### src/rtl/io_display_driver.sv
// Iterative double-dabble driver for six active-low seven-segment digits.
// Optional macro DISPLAY_LEADING_ZERO_BLANK_EN blanks leading zero digits above hex0.
module io_display_driver (
  input  logic        clock,
  input  logic        resetn,
  input  logic [31:0] display_in,
  input  logic        update,
  output logic [6:0]  hex0,
  output logic [6:0]  hex1,
  output logic [6:0]  hex2,
  output logic [6:0]  hex3,
  output logic [6:0]  hex4,
  output logic [6:0]  hex5,
  output logic        busy,
  output logic        ovf
);

  localparam logic [1:0] IDLE   = 2'd0;
  localparam logic [1:0] CONV   = 2'd1;
  localparam logic [1:0] COMMIT = 2'd2;

  localparam logic [6:0] SEG_ZERO  = 7'b1000000;
  localparam logic [6:0] SEG_DASH  = 7'b0111111;
  localparam logic [6:0] SEG_BLANK = 7'b1111111;
`ifdef DISPLAY_LEADING_ZERO_BLANK_EN
  localparam logic [6:0] UPPER_RESET = SEG_BLANK;
`else
  localparam logic [6:0] UPPER_RESET = SEG_ZERO;
`endif

  logic [1:0]  state_reg;
  logic [19:0] bin_reg;
  logic [23:0] bcd_reg;
  logic [4:0]  cnt_reg;
  logic        range_err_reg;
  logic        pend_reg;
  logic [31:0] pend_val_reg;
  logic        busy_reg;
  logic        ovf_reg;
  logic [6:0]  hex_reg [6];

  logic [23:0] bcd_adj;
  logic [3:0]  digit [6];
  logic [6:0]  commit_seg [6];
  logic [31:0] start_val;
  logic        start_err;

  function automatic logic [6:0] seg7(input logic [3:0] d);
    case (d)
      4'd0:    seg7 = 7'b1000000;
      4'd1:    seg7 = 7'b1111001;
      4'd2:    seg7 = 7'b0100100;
      4'd3:    seg7 = 7'b0110000;
      4'd4:    seg7 = 7'b0011001;
      4'd5:    seg7 = 7'b0010010;
      4'd6:    seg7 = 7'b0000010;
      4'd7:    seg7 = 7'b1111000;
      4'd8:    seg7 = 7'b0000000;
      4'd9:    seg7 = 7'b0010000;
      default: seg7 = SEG_DASH;
    endcase
  endfunction

  // A fresh strobe on the start edge supersedes any older pending value.
  assign start_val = update ? display_in : pend_val_reg;
  assign start_err = (|start_val[31:20]) || (start_val[19:0] > 20'd999999);

  genvar gi;
  generate
    for (gi = 0; gi < 6; gi++) begin : g_digit
      assign digit[gi] = bcd_reg[4*gi +: 4];
      assign bcd_adj[4*gi +: 4] = (digit[gi] >= 4'd5) ? digit[gi] + 4'd3 : digit[gi];
    end
  endgenerate

`ifdef DISPLAY_LEADING_ZERO_BLANK_EN
  // lead_zero[i] is set when digit i and every digit above it are zero.
  logic [5:1] lead_zero;
  generate
    for (gi = 1; gi < 6; gi++) begin : g_blank
      if (gi == 5) begin : g_top
        assign lead_zero[gi] = (digit[gi] == 4'd0);
      end else begin : g_low
        assign lead_zero[gi] = lead_zero[gi+1] && (digit[gi] == 4'd0);
      end
      assign commit_seg[gi] = range_err_reg  ? SEG_DASH  :
                              lead_zero[gi]  ? SEG_BLANK : seg7(digit[gi]);
    end
  endgenerate
  assign commit_seg[0] = range_err_reg ? SEG_DASH : seg7(digit[0]);
`else
  generate
    for (gi = 0; gi < 6; gi++) begin : g_show
      assign commit_seg[gi] = range_err_reg ? SEG_DASH : seg7(digit[gi]);
    end
  endgenerate
`endif

  always_ff @(posedge clock) begin
    if (!resetn) begin
      state_reg     <= IDLE;
      bin_reg       <= '0;
      bcd_reg       <= '0;
      cnt_reg       <= '0;
      range_err_reg <= 1'b0;
      pend_reg      <= 1'b0;
      pend_val_reg  <= '0;
      busy_reg      <= 1'b0;
      ovf_reg       <= 1'b0;
      hex_reg[0]    <= SEG_ZERO;
      for (int i = 1; i < 6; i++) hex_reg[i] <= UPPER_RESET;
    end else begin
      case (state_reg)
        IDLE: begin
          if (update) begin
            bin_reg       <= start_val[19:0];
            bcd_reg       <= '0;
            cnt_reg       <= '0;
            range_err_reg <= start_err;
            busy_reg      <= 1'b1;
            state_reg     <= CONV;
          end
        end
        CONV: begin
          bcd_reg <= {bcd_adj[22:0], bin_reg[19]};
          bin_reg <= {bin_reg[18:0], 1'b0};
          cnt_reg <= cnt_reg + 5'd1;
          if (cnt_reg == 5'd19) state_reg <= COMMIT;
          if (update) begin
            pend_reg     <= 1'b1;
            pend_val_reg <= display_in;
          end
        end
        COMMIT: begin
          for (int i = 0; i < 6; i++) hex_reg[i] <= commit_seg[i];
          ovf_reg <= range_err_reg;
          if (update || pend_reg) begin
            bin_reg       <= start_val[19:0];
            bcd_reg       <= '0;
            cnt_reg       <= '0;
            range_err_reg <= start_err;
            pend_reg      <= 1'b0;
            state_reg     <= CONV;
          end else begin
            busy_reg  <= 1'b0;
            state_reg <= IDLE;
          end
        end
        default: state_reg <= IDLE;
      endcase
    end
  end

  assign hex0 = hex_reg[0];
  assign hex1 = hex_reg[1];
  assign hex2 = hex_reg[2];
  assign hex3 = hex_reg[3];
  assign hex4 = hex_reg[4];
  assign hex5 = hex_reg[5];
  assign busy = busy_reg;
  assign ovf  = ovf_reg;

endmodule

### config.mk
export PLATFORM = sky130hd
export DESIGN_NAME = io_display_driver
export DESIGN_NICKNAME = d
export VERILOG_FILES = /design/src/rtl/io_display_driver.sv
export SDC_FILE = /design/constraint.sdc
export NUM_CORES = 1
export LEC_CHECK = 0
export BUFFER_PORTS_ARGS = -buffer_cell sky130_fd_sc_hd__buf_4
export CORE_AREA = 2 2 114 116
export CTS_CLUSTER_SIZE = 8
export DETAILED_ROUTE_END_ITERATION = 10
export DIE_AREA = 0 0 116 118
export PLACE_DENSITY_LB_ADDON = 0.25
export SLEW_MARGIN = 30
export SYNTH_ARGS = -nofsm -noshare
export SYNTH_HDL_FRONTEND = slang
export SYNTH_SLANG_ARGS = --single-unit
### constraint.sdc
create_clock -name clock -period 5.7 [get_ports clock]
set_input_delay 0.285 -clock clock [delete_from_list [all_inputs] [get_ports clock]]
set_output_delay 0.285 -clock clock [all_outputs]
set_load 0.01 [all_outputs]
* Word level (Yosys, flattened, before mapping)
Memories as Yosys holds them, arrays and structs flattened. A register that Yosys moved wholly into a read port is not among the register bits.
Index checks and enable logic that the tools add are counted.
** Storage, ports and cells
- Bits in registers :: 87
- RAM bits :: 42
- Memory bits (read-only) :: 672
- Input port bits :: 35
- Output and inout port bits :: 44
- Logic and storage cells :: 112
- Memories kept :: 7
** Cells by class
- $add $sub $neg :: 7
- Order comparisons :: 7
- Equal/unequal tests :: 8
- Multiplexer cells :: 56
- Bitwise operators :: 6
- Reduce and logical (&&, ||, !) cells :: 12
** Memory list
- (no name shown) :: depth 16, width 7, read ports 1, clocked after Yosys merged registers in 1, wr ports 0, RTL line 49 : case (d)
- (no name shown) :: depth 16, width 7, read ports 1, clocked after Yosys merged registers in 1, wr ports 0, RTL line 49
- (no name shown) :: depth 16, width 7, read ports 1, clocked after Yosys merged registers in 1, wr ports 0, RTL line 49
- (no name shown) :: depth 16, width 7, read ports 1, clocked after Yosys merged registers in 1, wr ports 0, RTL line 49
- (no name shown) :: depth 16, width 7, read ports 1, clocked after Yosys merged registers in 1, wr ports 0, RTL line 49
- (no name shown) :: depth 16, width 7, read ports 1, clocked after Yosys merged registers in 1, wr ports 0, RTL line 49
- 1 more memories
** Operators by type and width (number)
- 7-bit two-way mux :: 12
- 24-bit one-hot mux with 3 select lines :: 1
- 4-bit two-way mux :: 17
- 20-bit one-hot mux with 3 select lines :: 1
- 24-bit two-way mux :: 2
- 20-bit two-way mux :: 2
- 32-bit two-way mux :: 1
- 4-bit by 3-bit >= comparator with 1-bit output, second input constant :: 6
- 4-bit by 2-bit adder with 4-bit output, second input constant :: 5
- 20-bit greater-than comparator, second input constant :: 1
- 5-bit one-hot mux with 3 select lines :: 1
- 3-bit AND reduction :: 4
- 12-bit OR reduction :: 1
- 1-bit two-way mux :: 10
- 5-bit two-way mux :: 2
- 2-bit != test, second input constant :: 5
- 1-bit bitwise OR :: 6
- 1-bit one-hot mux with 2 select lines :: 3
- 2-bit one-hot mux with 3 select lines :: 1
- 5-bit by 1-bit adder with 5-bit output, second input constant :: 1
- 5-bit equality test, second input constant :: 1
- 2-bit two-way mux :: 2
- 2-bit nonzero test :: 2
- 3-bit by 2-bit adder with 3-bit output, second input constant :: 1
- other kinds (7) :: 8

* Longest topological paths before layout
Gate-level depths: netlist (run 1).
- Depth after elaboration :: 5
- Depth in mapped cells :: 11
- Depth with buffers taken out :: 11

* Worst setup path before layout (run 1)
Ideal clock, no wire load.
- Kind :: in2reg
- Start :: input port update
- End :: register with a tool-made name
- Setup time :: 123 ps
- Arrival time :: 1990 ps
- Required time :: 5577 ps
- Setup slack :: 3586 ps
- Stages on the path :: 9
- Buffers on the path :: 3
- Path through :: buf_2 -> a21o_4 -> a211oi_4 -> buf_6 -> buf_6 -> a32oi_1 -> ha_1 -> nor3_1 -> or2_2
** RTL lines
- start: declaration :: RTL line 7 : input logic update,

==> impl_metrics.sql, run 1 <==
INSERT INTO impl_metrics (metric_group, metric, value, unit) VALUES
('detailed_routing', 'drc', '0', ''),
('setup_path', 'cp-end-kind', 'register', ''),
('synth', 'avgSynthCellArea', '9.152', 'µm²'),
('setup_path', 'setup.worst_path.class', 'reg -> reg', ''),
('timing', 'finClkSkew', '5.552', 'ps'),
('synth', 'ys_warn_count', '0', ''),
('power', 'power_leakage', '3.706', 'nW'),
('synth', 'mappedNetlistArea', '7825', 'µm²'),
('global_route', 'grt_pass1_vias', '6006', ''),
('synth', 'async_flop_share', '0', '%'),
('setup_path', 'required', '6000', 'ps'),
('global_route', 'pin_count_of_the_biggest_net_entering_global_routing', '64', ''),
('place', 'numPortBuffers', '78', ''),
('setup_path', 'worst-endpoint-arrival', '3210', 'ps'),
('synth', 'synthMostInstantiatedCell', 'sky130_fd_sc_hd__nor2_1', ''),
('synth', 'yosysUniqueCellTypes', '71', ''),
('timing', 'achievable-frequency', '0.3436', 'GHz'),
('timing', 'worst_hold_slack_across_all_endpoints', '111.2', 'ps'),
('cells_and_area', 'number_of_antenna_diodes', '0', ''),
('clock_tree', 'hold_buffers', '0', ''),
('timing', 'finalWorstSetupSlack', '2790', 'ps'),
('global_route', 'globalRouteOverflowTotal', '0', ''),
('synth', 'yosysSeqAreaShare', '49.12', '%'),
('job', 'max_cap_viol_count', '0', ''),
('detailed_routing', 'dr.first_iter.drc_count', '477', ''),
('clock_tree', 'cts-htree-levels', '4', ''),
('cells_and_area', 'fin_nets', '992', ''),
('floorplan', 'die_w', '116', 'µm'),
('timing', 'slew_headroom', '47.28', '%'),
('clock_tree', 'tritoncts', 'yes', ''),
('timing', 'finalHoldViolCount', '0', ''),
('place', 'final_weighted_congestion_of_routability_driven_global_placement', '0.8743', ''),
('place', 'place_worst_setup_slack', '2645', 'ps'),
('timing', 'rsz0062_at_grt', 'no', ''),
('floorplan', 'core_area', '12410', 'µm²'),
('timing', 'worst-slew-pin-transition', '790.0', 'ps'),
('synth', 'postSynthNetCount', '933', ''),
('clock_tree', 'cts_buffers', '17', ''),
('synth', 'synth_area_leader_cell', 'sky130_fd_sc_hd__dfxtp_1', ''),
('synth', 'synth_largest_type_area_fraction', '33.00', '%'),
('clock_tree', 'postCtsSetupBuffers', '0', ''),
('synth', 'yosys-top-cells-count', '132 x sky130_fd_sc_hd__nor2_1, 129 x sky130_fd_sc_hd__dfxtp_1, 100 x sky130_fd_sc_hd__nand2_1', ''),
('clock_tree', 'cts.path.max_buffers', '2', ''),
('clock_tree', 'clk_latency', '430', 'ps'),
('clock_tree', 'cts-root-buf', 'sky130_fd_sc_hd__clkbuf_16', ''),
('floorplan', 'effective_utilization_at_floorplan', '63.03', '%'),
('status', 'run_status', 'finished clean', ''),
('power', 'vdd_ir_drop_max', '0.2138', 'mV'),
('detailed_routing', 'first_pass_iters', '5', ''),
('floorplan', 'die_area', '13690', 'µm²'),
('floorplan', 'floorplan.rows', '41', ''),
('detailed_routing', 'dr_total_vias', '6205', ''),
('place', 'post-dp-hpwl', '10.94', 'mm'),
('clock_tree', 'clkSinkCount', '171', ''),
('global_route', 'global_route.usage.total', '24.87', '%'),
('timing', 'setup-violations-final', '0', ''),
('cells_and_area', 'area.growth.synth_to_final', '15.72', '%'),
('detailed_routing', 'wl_per_cell', '14.81', 'µm'),
('clock_tree', 'cts.clk_slew.worst_paths', '60', 'ps'),
('floorplan', 'die_h', '118', 'µm'),
('detailed_routing', 'drt-vias-per-instance', '5.646', ''),
('synth', 'dominantRegCellSynth', 'sky130_fd_sc_hd__dfxtp_1', ''),
('synth', 'synth_enable_flop_cells', '42', ''),
('global_route', 'grt_pass1_wl', '27.28', 'mm'),
('synth', 'synth_seq_cells', '171', ''),
('synth', 'post_syn_instances', '855', ''),
('timing', 'timing_max_transition_violations_final', '0', ''),
('timing', 'min_period', '2910', 'ps'),
('detailed_routing', 'antenna_left', '0', ''),
('setup_path', 'crit_path_max_fanout', '38', ''),
('timing', 'post-route-period-util', '51.05', '%'),
('setup_path', 'critPathLaunchType', 'register', ''),
('power', 'power-per-cell-area', '288.4', 'nW/µm²'),
('global_route', 'grt_antenna_before_repair', '0', ''),
('timing', 'setup_tns', '0', 'ps'),
('cells_and_area', 'share_of_cells_above_drive_strength_1', '15.43', '%'),
('synth', 'synth.top_cells.by_area', 'sky130_fd_sc_hd__dfxtp_1 33%, sky130_fd_sc_hd__edfxtp_1 16%, sky130_fd_sc_hd__ha_1 6.9%', ''),
('floorplan', 'top_level_ports', '79', ''),
('detailed_routing', 'wl', '16.27', 'mm'),
('clock_tree', 'post_cts_resize_count', '0', ''),
('min_path', 'worstHoldPathType', 'in -> reg', '');
==> stage by stage <==
stage | utilization (%) | total power (W) | cell area [µm²] | instances
after global routing | 72.94 | 0.002698 | 9055 | 1099
after CTS | 72.83 | 0.002624 | 9041 | 1098
after floorplan | - | 0.001434 | 7825 | 855
after global placement | 68.11 | 0.001488 | 8456 | 1066
final | 72.94 | 0.002612 | 9055 | 1099
after detailed placement | 68.12 | 0.001493 | 8457 | 1066
==> worst max-delay path, stage by stage, from the launching register on <==
cell	delay [ps]
sky130_fd_sc_hd__dfxtp_1	440
sky130_fd_sc_hd__and2b_4	360
sky130_fd_sc_hd__a211oi_4	680
sky130_fd_sc_hd__buf_6	240
sky130_fd_sc_hd__nand2_1	90
sky130_fd_sc_hd__o21ai_0	190
sky130_fd_sc_hd__ha_1	260
sky130_fd_sc_hd__inv_1	70
sky130_fd_sc_hd__a221oi_1	370
sky130_fd_sc_hd__a31oi_1	70
==> final cells by class <==
cell class / count / area (µm²)
flip-flops and latches: 171 / 3844
multi-input cells: 587 / 3578
fillers: 954 / 3359
repair buffers: 84 / 634.4
clock buffers: 19 / 432.9
well taps: 172 / 215.2
inverters: 53 / 198.9
clock inverters: 13 / 151.4
==> cell families (layout without fill, tap and decap cells) <==
logic type / Yosys count / in the layout / synth area share [%]
buffers and inverters: 97 / 169 / 5.197
adder cells (fa/ha/maj): 43 / 43 / 6.876
AND/OR/NAND/NOR: 317 / 317 / 17.65
multiplexers: 23 / 23 / 2.942
XOR/XNOR: 9 / 9 / 1.007
flip-flops: 171 / 171 / 49.12
AO/OA/AOI/OAI: 195 / 195 / 17.21
==> power by group <==
| part | switching [W] | internal, W |
|---|---|---|
| logic | 0.000113 | 0.0000711 |
| registers | 0.0000154 | 0.00127 |
| clock network | 0.000459 | 0.000683 |
==> final timing paths <==
| kind | startpoint | end | slack [ps] | cells past startpoint |
|---|---|---|---|---|
| worst max-delay path | state_reg[1] | register | 2790 | 9 |
| worst min-delay path | display_in[1] | pend_val_reg[1] | 110 | 3 |
| worst min register to register | cnt_reg[4] | cnt_reg[4] | 450 | 1 |
| worst max register to register | state_reg[1] | register | 2790 | 9 |
==> routing by layer <==
metal | wire length, µm | global-route usage, % | vias to the layer above
li1 | - | - | 3073
met1 | 6986 | 30.68 | 2894
met2 | 8007 | 40.31 | 196
met3 | 826 | 5.304 | 42
met4 | 451 | 13.54 | 0
met5 | 0 | 0 | -
==> cells in the final DEF (no fill, tap or decap), drive strengths merged, types with 3 or more instances in the layout <==
master and count:
edfxtp 42, o21ai 39, and3 8, o31a 4
bufinv 3, a21oi 66, xnor2 7, a22oi 11
ha 43, a31oi 6, nand3 15, clkinvlp 4
clkbuf 19, a21o 4, nand2b 17, a22o 8
nor3 22, mux2i 23, a221oi 20, nor4 6
dfxtp 129, a21boi 4, nand2 101, inv 52
nor2 133, o31ai 5, a211oi 5, o21a 5
clkinv 7, buf 84
Power figures use the tool's default switching activity.
==> run 2: changes to the inputs <==
--- a/config.mk
+++ b/config.mk
@@ -6,10 +6,10 @@
 export NUM_CORES = 1
 export LEC_CHECK = 0
 export BUFFER_PORTS_ARGS = -buffer_cell sky130_fd_sc_hd__buf_4
-export CORE_AREA = 2 2 114 116
+export CORE_AREA = 2 2 125 127
 export CTS_CLUSTER_SIZE = 8
 export DETAILED_ROUTE_END_ITERATION = 10
-export DIE_AREA = 0 0 116 118
+export DIE_AREA = 0 0 127 129
 export PLACE_DENSITY_LB_ADDON = 0.25
 export SLEW_MARGIN = 30
 export SYNTH_ARGS = -nofsm -noshare
==> constraint.sdc (replaced) <==
create_clock -name clock -period 2.4 [get_ports clock]
set_input_delay 0.12 -clock clock [delete_from_list [all_inputs] [get_ports clock]]
set_output_delay 0.12 -clock clock [all_outputs]
set_load 0.01 [all_outputs]
==> impl_metrics.sql, run 2 (synthesis results as in run 1) <==
INSERT INTO impl_metrics (metric_group, metric, value, unit) VALUES
('setup_path', 'crit_buf_inv', '1', ''),
('detailed_routing', 'wl', '15.84', 'mm'),
('floorplan', 'die_h', '129', 'µm'),
('detailed_routing', 'drc', '0', ''),
('floorplan', 'effective_utilization_at_floorplan', '52.25', '%'),
('global_route', 'global_route.usage.total', '20.18', '%'),
('setup_path', 'cp_slowest_cell', 'sky130_fd_sc_hd__dfxtp_1', ''),
('place', 'place_worst_setup_slack', '61.54', 'ps'),
('timing', 'worst-slew-pin-transition', '553.8', 'ps'),
('power', 'netSwitchingFraction', '23.24', '%'),
('status', 'run_status', 'finished clean', ''),
('setup_path', 'setup.worst_path.class', 'reg -> reg', ''),
('detailed_routing', 'drt-vias-per-instance', '5.275', ''),
('timing', 'slew_headroom', '62.95', '%'),
('setup_path', 'worst_r2r_startpoint', 'bcd_reg[17]', ''),
('timing', 'min_period', '2278', 'ps'),
('timing', 'rsz0062_at_grt', 'no', ''),
('clock_tree', 'clkSinkCount', '171', ''),
('cells_and_area', 'number_of_antenna_diodes', '0', ''),
('setup_path', 'critPathLaunchType', 'register', ''),
('setup_path', 'timing.critical_path.from', 'bcd_reg[17]', ''),
('power', 'vdd_ir_drop_max', '0.4757', 'mV'),
('timing', 'achievable-frequency', '0.4390', 'GHz'),
('global_route', 'grt_pass1_wl', '26.60', 'mm'),
('cells_and_area', 'layout.cells.most_common', 'sky130_fd_sc_hd__nor2_1', ''),
('timing', 'setup_tns', '0', 'ps'),
('timing', 'setup-violations-final', '0', ''),
('detailed_routing', 'antenna_left', '0', ''),
('timing', 'timing_max_transition_violations_final', '0', ''),
('power', 'power_leakage', '3.920', 'nW'),
('setup_path', 'required', '2720', 'ps'),
('min_path', 'worstHoldPathType', 'in -> reg', ''),
('power', 'power-per-cell-area', '640.4', 'nW/µm²'),
('detailed_routing', 'dr_total_vias', '6145', ''),
('clock_tree', 'cts-root-buf', 'sky130_fd_sc_hd__clkbuf_16', ''),
('power', 'clockPowerShare', '41.6', '%'),
('setup_path', 'timing.critical_path.depth', '9', ''),
('global_route', 'globalRouteOverflowTotal', '0', ''),
('power', 'seq_power_share', '50.0', '%'),
('power', 'power.net_switching', '0.001417', 'W'),
('clock_tree', 'postCtsSetupBuffers', '0', ''),
('global_route', 'pin_count_of_the_biggest_net_entering_global_routing', '46', ''),
('detailed_routing', 'dr.first_iter.drc_count', '407', ''),
('cells_and_area', 'share_of_cells_above_drive_strength_1', '16.89', '%'),
('power', 'p_comb_share', '8.3', '%'),
('clock_tree', 'clk_latency', '430', 'ps'),
('setup_path', 'cp_slowest_stage_delay', '420', 'ps'),
('clock_tree', 'cts.path.max_buffers', '2', ''),
('floorplan', 'floorplan.rows', '45', ''),
('global_route', 'grt_pass1_vias', '5660', ''),
('cells_and_area', 'instances_no_fill', '1165', ''),
('place', 'final_weighted_congestion_of_routability_driven_global_placement', '0.8125', ''),
('timing', 'finalHoldViolCount', '0', ''),
('detailed_routing', 'wl_per_cell', '13.60', 'µm'),
('clock_tree', 'cts_buffers', '17', ''),
('detailed_routing', 'first_pass_iters', '6', ''),
('cells_and_area', 'fin_nets', '1042', ''),
('setup_path', 'worst-r2r-cell-count', '9', ''),
('clock_tree', 'tritoncts', 'yes', ''),
('setup_path', 'critical_path.cell_chain', 'inv_1 -> ha_1 -> nand2b_1 -> a21oi_2 -> xnor2_1 -> a22o_1 -> ha_1 -> nor3_1 -> nor3_1', ''),
('clock_tree', 'cts-htree-levels', '4', ''),
('setup_path', 'critPathTopFamily', 'simple AND/OR/NAND/NOR gates', ''),
('place', 'numPortBuffers', '78', ''),
('timing', 'post-route-period-util', '94.91', '%'),
('floorplan', 'top_level_ports', '79', ''),
('job', 'max_cap_viol_count', '0', ''),
('floorplan', 'die_area', '16380', 'µm²'),
('clock_tree', 'cts.clk_slew.worst_paths', '70', 'ps'),
('floorplan', 'die_w', '127', 'µm'),
('setup_path', 'cp-end-kind', 'register', ''),
('setup_path', 'timing.reg2reg.setup_slack', '120', 'ps'),
('cells_and_area', 'area.growth.synth_to_final', '21.67', '%'),
('power', 'cell_internal_pwr', '0.004679', 'W'),
('place', 'placed_cells', '1101', ''),
('setup_path', 'crit_path_max_fanout', '6', ''),
('timing', 'finClkSkew', '11.11', 'ps'),
('floorplan', 'core_area', '14980', 'µm²'),
('global_route', 'grt_antenna_before_repair', '0', ''),
('place', 'post-dp-hpwl', '10.59', 'mm'),
('timing', 'finalWorstSetupSlack', '122.2', 'ps'),
('setup_path', 'worst-endpoint-arrival', '2600', 'ps'),
('cells_and_area', 'mostFrequentLayoutCells', '131 x sky130_fd_sc_hd__nor2_1, 129 x sky130_fd_sc_hd__dfxtp_1, 101 x sky130_fd_sc_hd__buf_4', '');
-- run 2: cell count changes in the layout (fill, tap and decap cells not counted), sizes merged --
cell         change
buf             +18
bufinv           -2
clkinv           +4
clkinvlp         -2
dlygate4sd3     +32
-- run 2: per-layer routing --
metal / part of all wire [%] / wire length (µm) / global-route usage [%]
met5: 0 / 0 / 0
met4: 1.1 / 182 / 6.206
met3: 4.1 / 649 / 4.948
met2: 47 / 7369 / 33.18
met1: 48 / 7641 / 26.52
-- run 2: through the flow --
stage               hold WS (ps)  total power [W]  utilization [%]  instance area [µm²]
finish                     30.57         0.006096            63.57                 9520
floorplan                  256.0         0.003405                -                 7825
CTS                        18.35         0.006145            63.43                 9499
detailed placement         385.0         0.003581            57.64                 8633
global placement           379.5         0.003576            57.64                 8633
global route               29.19         0.006336            63.57                 9520
-- run 2: final cells by class --
| cell class | count | area [µm²] |
|---|---|---|
| Fill cell | 1259 | 5456 |
| Sequential cell | 171 | 3844 |
| Multi-Input combinational cell | 587 | 3598 |
| Timing Repair Buffer | 134 | 1099 |
| Clock buffer | 19 | 442.9 |
| Tap cell | 188 | 235.2 |
| Inverter | 53 | 198.9 |
| Clock inverter | 13 | 102.6 |
-- run 2: power by group through the flow --
stage | Combinational (W) | Sequential (W) | Clock [W]
2_1_floorplan | 0.000285 | 0.00312 | 0
3_3_place_gp | 0.000463 | 0.00311 | 0
3_5_place_dp | 0.000467 | 0.00311 | 0
4_1_cts | 0.000509 | 0.00305 | 0.00258
5_1_grt | 0.000561 | 0.00306 | 0.00272
6_report | 0.000508 | 0.00305 | 0.00254
-- run 2: worst min path at each step --
stage                              start               end  slack (ps)  cells past startpoint
after floorplan            display_in[0]   pend_val_reg[0]         260                      2
after global placement    display_in[25]  pend_val_reg[25]         380                      3
after detailed placement   display_in[1]   pend_val_reg[1]         380                      3
after CTS                         resetn          register          20                      2
after global routing              resetn          register          30                      2
final                             resetn          register          30                      2
-- run 2: timing repair --
item,4_1_cts,5_1_grt
gates resized for setup,0,6
hold endpoints to repair,32,0
setup endpoints to repair,0,13
hold buffers,32,0
==> run 3: changes to the inputs <==
==> constraint.sdc (replaced) <==
create_clock -name clock -period 2 [get_ports clock]
set_input_delay 0.1 -clock clock [delete_from_list [all_inputs] [get_ports clock]]
set_output_delay 0.1 -clock clock [all_outputs]
set_load 0.01 [all_outputs]
==> impl_metrics.sql, run 3 (synthesis results as in run 1) <==
INSERT INTO impl_metrics (metric_group, metric, value, unit) VALUES
('setup_path', 'setup.worst_path.class', 'reg -> reg', ''),
('setup_path', 'timing.critical_path.from', 'bcd_reg[5]', ''),
('place', 'post-dp-hpwl', '11.53', 'mm'),
('floorplan', 'die_h', '129', 'µm'),
('setup_path', 'timing.reg2reg.setup_slack', '-20', 'ps'),
('setup_path', 'critPathLaunchType', 'register', ''),
('place', 'final_weighted_congestion_of_routability_driven_global_placement', '0.8394', ''),
('timing', 'achievable-frequency', '0.4940', 'GHz'),
('floorplan', 'effective_utilization_at_floorplan', '52.25', '%'),
('timing', 'worst-slew-pin-transition', '612.6', 'ps'),
('detailed_routing', 'drc', '0', ''),
('clock_tree', 'cts.path.max_buffers', '2', ''),
('timing', 'finClkSkew', '7.036', 'ps'),
('setup_path', 'required', '2320', 'ps'),
('cells_and_area', 'number_of_antenna_diodes', '0', ''),
('detailed_routing', 'dr_total_vias', '6633', ''),
('timing', 'finalHoldViolCount', '0', ''),
('timing', 'setup-violations-final', '2', ''),
('timing', 'setup_tns', '-47.52', 'ps'),
('cells_and_area', 'area.growth.synth_to_final', '38.07', '%'),
('detailed_routing', 'dr.first_iter.drc_count', '326', ''),
('detailed_routing', 'drt-vias-per-instance', '5.294', ''),
('floorplan', 'top_level_ports', '79', ''),
('power', 'p_total', '0.007762', 'W'),
('floorplan', 'core_area', '14980', 'µm²'),
('timing', 'slew_headroom', '59.16', '%'),
('global_route', 'globalRouteOverflowTotal', '0', ''),
('power', 'power_leakage', '4.487', 'nW'),
('global_route', 'grt_antenna_before_repair', '0', ''),
('global_route', 'pin_count_of_the_biggest_net_entering_global_routing', '59', ''),
('place', 'numPortBuffers', '78', ''),
('timing', 'min_period', '2024', 'ps'),
('floorplan', 'die_area', '16380', 'µm²'),
('detailed_routing', 'wl', '18.41', 'mm'),
('job', 'max_cap_viol_count', '0', ''),
('cells_and_area', 'fin_nets', '1130', ''),
('min_path', 'worstHoldPathType', 'in -> reg', ''),
('global_route', 'global_route.usage.total', '21.34', '%'),
('detailed_routing', 'first_pass_iters', '5', ''),
('floorplan', 'die_w', '127', 'µm'),
('clock_tree', 'cts.clk_slew.worst_paths', '70', 'ps'),
('timing', 'finalWorstSetupSlack', '-24.14', 'ps'),
('power', 'power-per-cell-area', '718.4', 'nW/µm²'),
('cells_and_area', 'share_of_cells_above_drive_strength_1', '33.33', '%'),
('timing', 'rsz0062_at_grt', 'yes', ''),
('clock_tree', 'cts-root-buf', 'sky130_fd_sc_hd__clkbuf_16', ''),
('power', 'vdd_ir_drop_max', '0.6129', 'mV'),
('cells_and_area', 'layout.core_utilization', '72.14', '%'),
('clock_tree', 'cts_buffers', '17', ''),
('clock_tree', 'clkSinkCount', '171', ''),
('detailed_routing', 'wl_per_cell', '14.69', 'µm'),
('clock_tree', 'clk_latency', '440', 'ps'),
('cells_and_area', 'fillCellCount', '1026', ''),
('detailed_routing', 'antenna_left', '0', ''),
('setup_path', 'worst_r2r_startpoint', 'bcd_reg[5]', ''),
('setup_path', 'worst-r2r-cell-count', '10', ''),
('place', 'place_worst_setup_slack', '-128.0', 'ps'),
('clock_tree', 'tritoncts', 'yes', ''),
('status', 'run_status', 'complete, but fails checks', ''),
('cells_and_area', 'mostFrequentLayoutCells', '178 x sky130_fd_sc_hd__buf_4, 130 x sky130_fd_sc_hd__nor2_1, 116 x sky130_fd_sc_hd__dfxtp_1', ''),
('status', 'violated_checks', 'setup timing', ''),
('timing', 'timing_max_transition_violations_final', '0', ''),
('clock_tree', 'cts-htree-levels', '4', ''),
('cells_and_area', 'layout.cells.most_common', 'sky130_fd_sc_hd__buf_4', ''),
('global_route', 'grt_pass1_wl', '28.40', 'mm'),
('floorplan', 'floorplan.rows', '45', ''),
('timing', 'post-route-period-util', '101.2', '%'),
('timing', 'worst_hold_slack_across_all_endpoints', '97.49', 'ps'),
('setup_path', 'worst-endpoint-arrival', '2340', 'ps'),
('global_route', 'grt_pass1_vias', '6113', ''),
('setup_path', 'crit_path_max_fanout', '4', ''),
('setup_path', 'cp-end-kind', 'register', '');
[run 3: changes by cell type in the layout (fill, tap and decap cells not counted), moves of 13 or more]
cell / before / now
sky130_fd_sc_hd__dfxtp_2: 0 / 13
sky130_fd_sc_hd__dfxtp_1: 129 / 116
sky130_fd_sc_hd__inv_1: 45 / 31
sky130_fd_sc_hd__ha_1: 43 / 24
sky130_fd_sc_hd__buf_4: 101 / 178
sky130_fd_sc_hd__inv_2: 7 / 21
[run 3: how the worst min path moves through the flow]
stage / start / to / slack [ps] / cells after the start
final: resetn / register / 100 / 3
after global routing: resetn / register / 110 / 3
after CTS: resetn / register / 80 / 3
after detailed placement: display_in[20] / pend_val_reg[20] / 370 / 3
after global placement: display_in[5] / pend_val_reg[5] / 360 / 3
after floorplan: display_in[0] / pend_val_reg[0] / 240 / 2
[run 3: worst max-delay path, stage by stage (launching register included)]
cell and delay, ps:
sky130_fd_sc_hd__dfxtp_2 340, sky130_fd_sc_hd__inv_2 50, sky130_fd_sc_hd__ha_2 160, sky130_fd_sc_hd__nand2b_4 130
sky130_fd_sc_hd__a21o_4 230, sky130_fd_sc_hd__xnor2_2 150, sky130_fd_sc_hd__o21ai_2 250, sky130_fd_sc_hd__inv_2 130
sky130_fd_sc_hd__ha_4 190, sky130_fd_sc_hd__nor3_4 210, sky130_fd_sc_hd__nor3_2 60
[run 3: through the flow]
stage                     cell area (µm²)  cells
after global routing                10800   1253
after global placement               9114   1161
after floorplan                      7830    855
after detailed placement             9114   1161
after CTS                           10210   1232
final                               10800   1253
[run 3: where the power goes]
group / switching [W] / internal [W] / total (W) / leakage [nW]
combinational: 0.000365 / 0.000314 / 0.000679 / 2.74
sequential: 0.0000428 / 0.00362 / 0.00366 / 1.46
clock: 0.00144 / 0.00198 / 0.00342 / 0.289
total: 0.00185 / 0.00592 / 0.00776 / 4.49
[run 3: per-layer routing]
layer | wire length (µm) | part of all wire (%) | GRT usage [%] | up-vias
li1 | - | - | - | 3354
met1 | 8070 | 44 | 27.06 | 3117
met2 | 9385 | 51 | 36.31 | 141
met3 | 718 | 3.9 | 3.909 | 21
met4 | 236 | 1.3 | 8.533 | 0
met5 | 0 | 0 | 0 | -
[run 3: area by class of cell]
class | count | area [µm²] | share of cell area (%)
Timing Repair Buffer | 221 | 1807 | 16.72
Clock inverter | 15 | 185.2 | 1.714
Sequential cell | 171 | 3860 | 35.73
Tap cell | 188 | 235.2 | 2.177
Clock buffer | 17 | 425.4 | 3.937
Timing Repair inverter | 1 | 7.507 | 0.06948
Inverter | 53 | 201.4 | 1.865
Multi-Input combinational cell | 587 | 4083 | 37.79
[run 3: what timing repair did]
item	in CTS	in global routing
cloned	0	1
endpoints found under the setup margin	29	38
hold endpoints to repair	32	0
hold buffers	32	0
pin swaps	16	44
buffers inserted	7	20
gates resized for setup	28	115
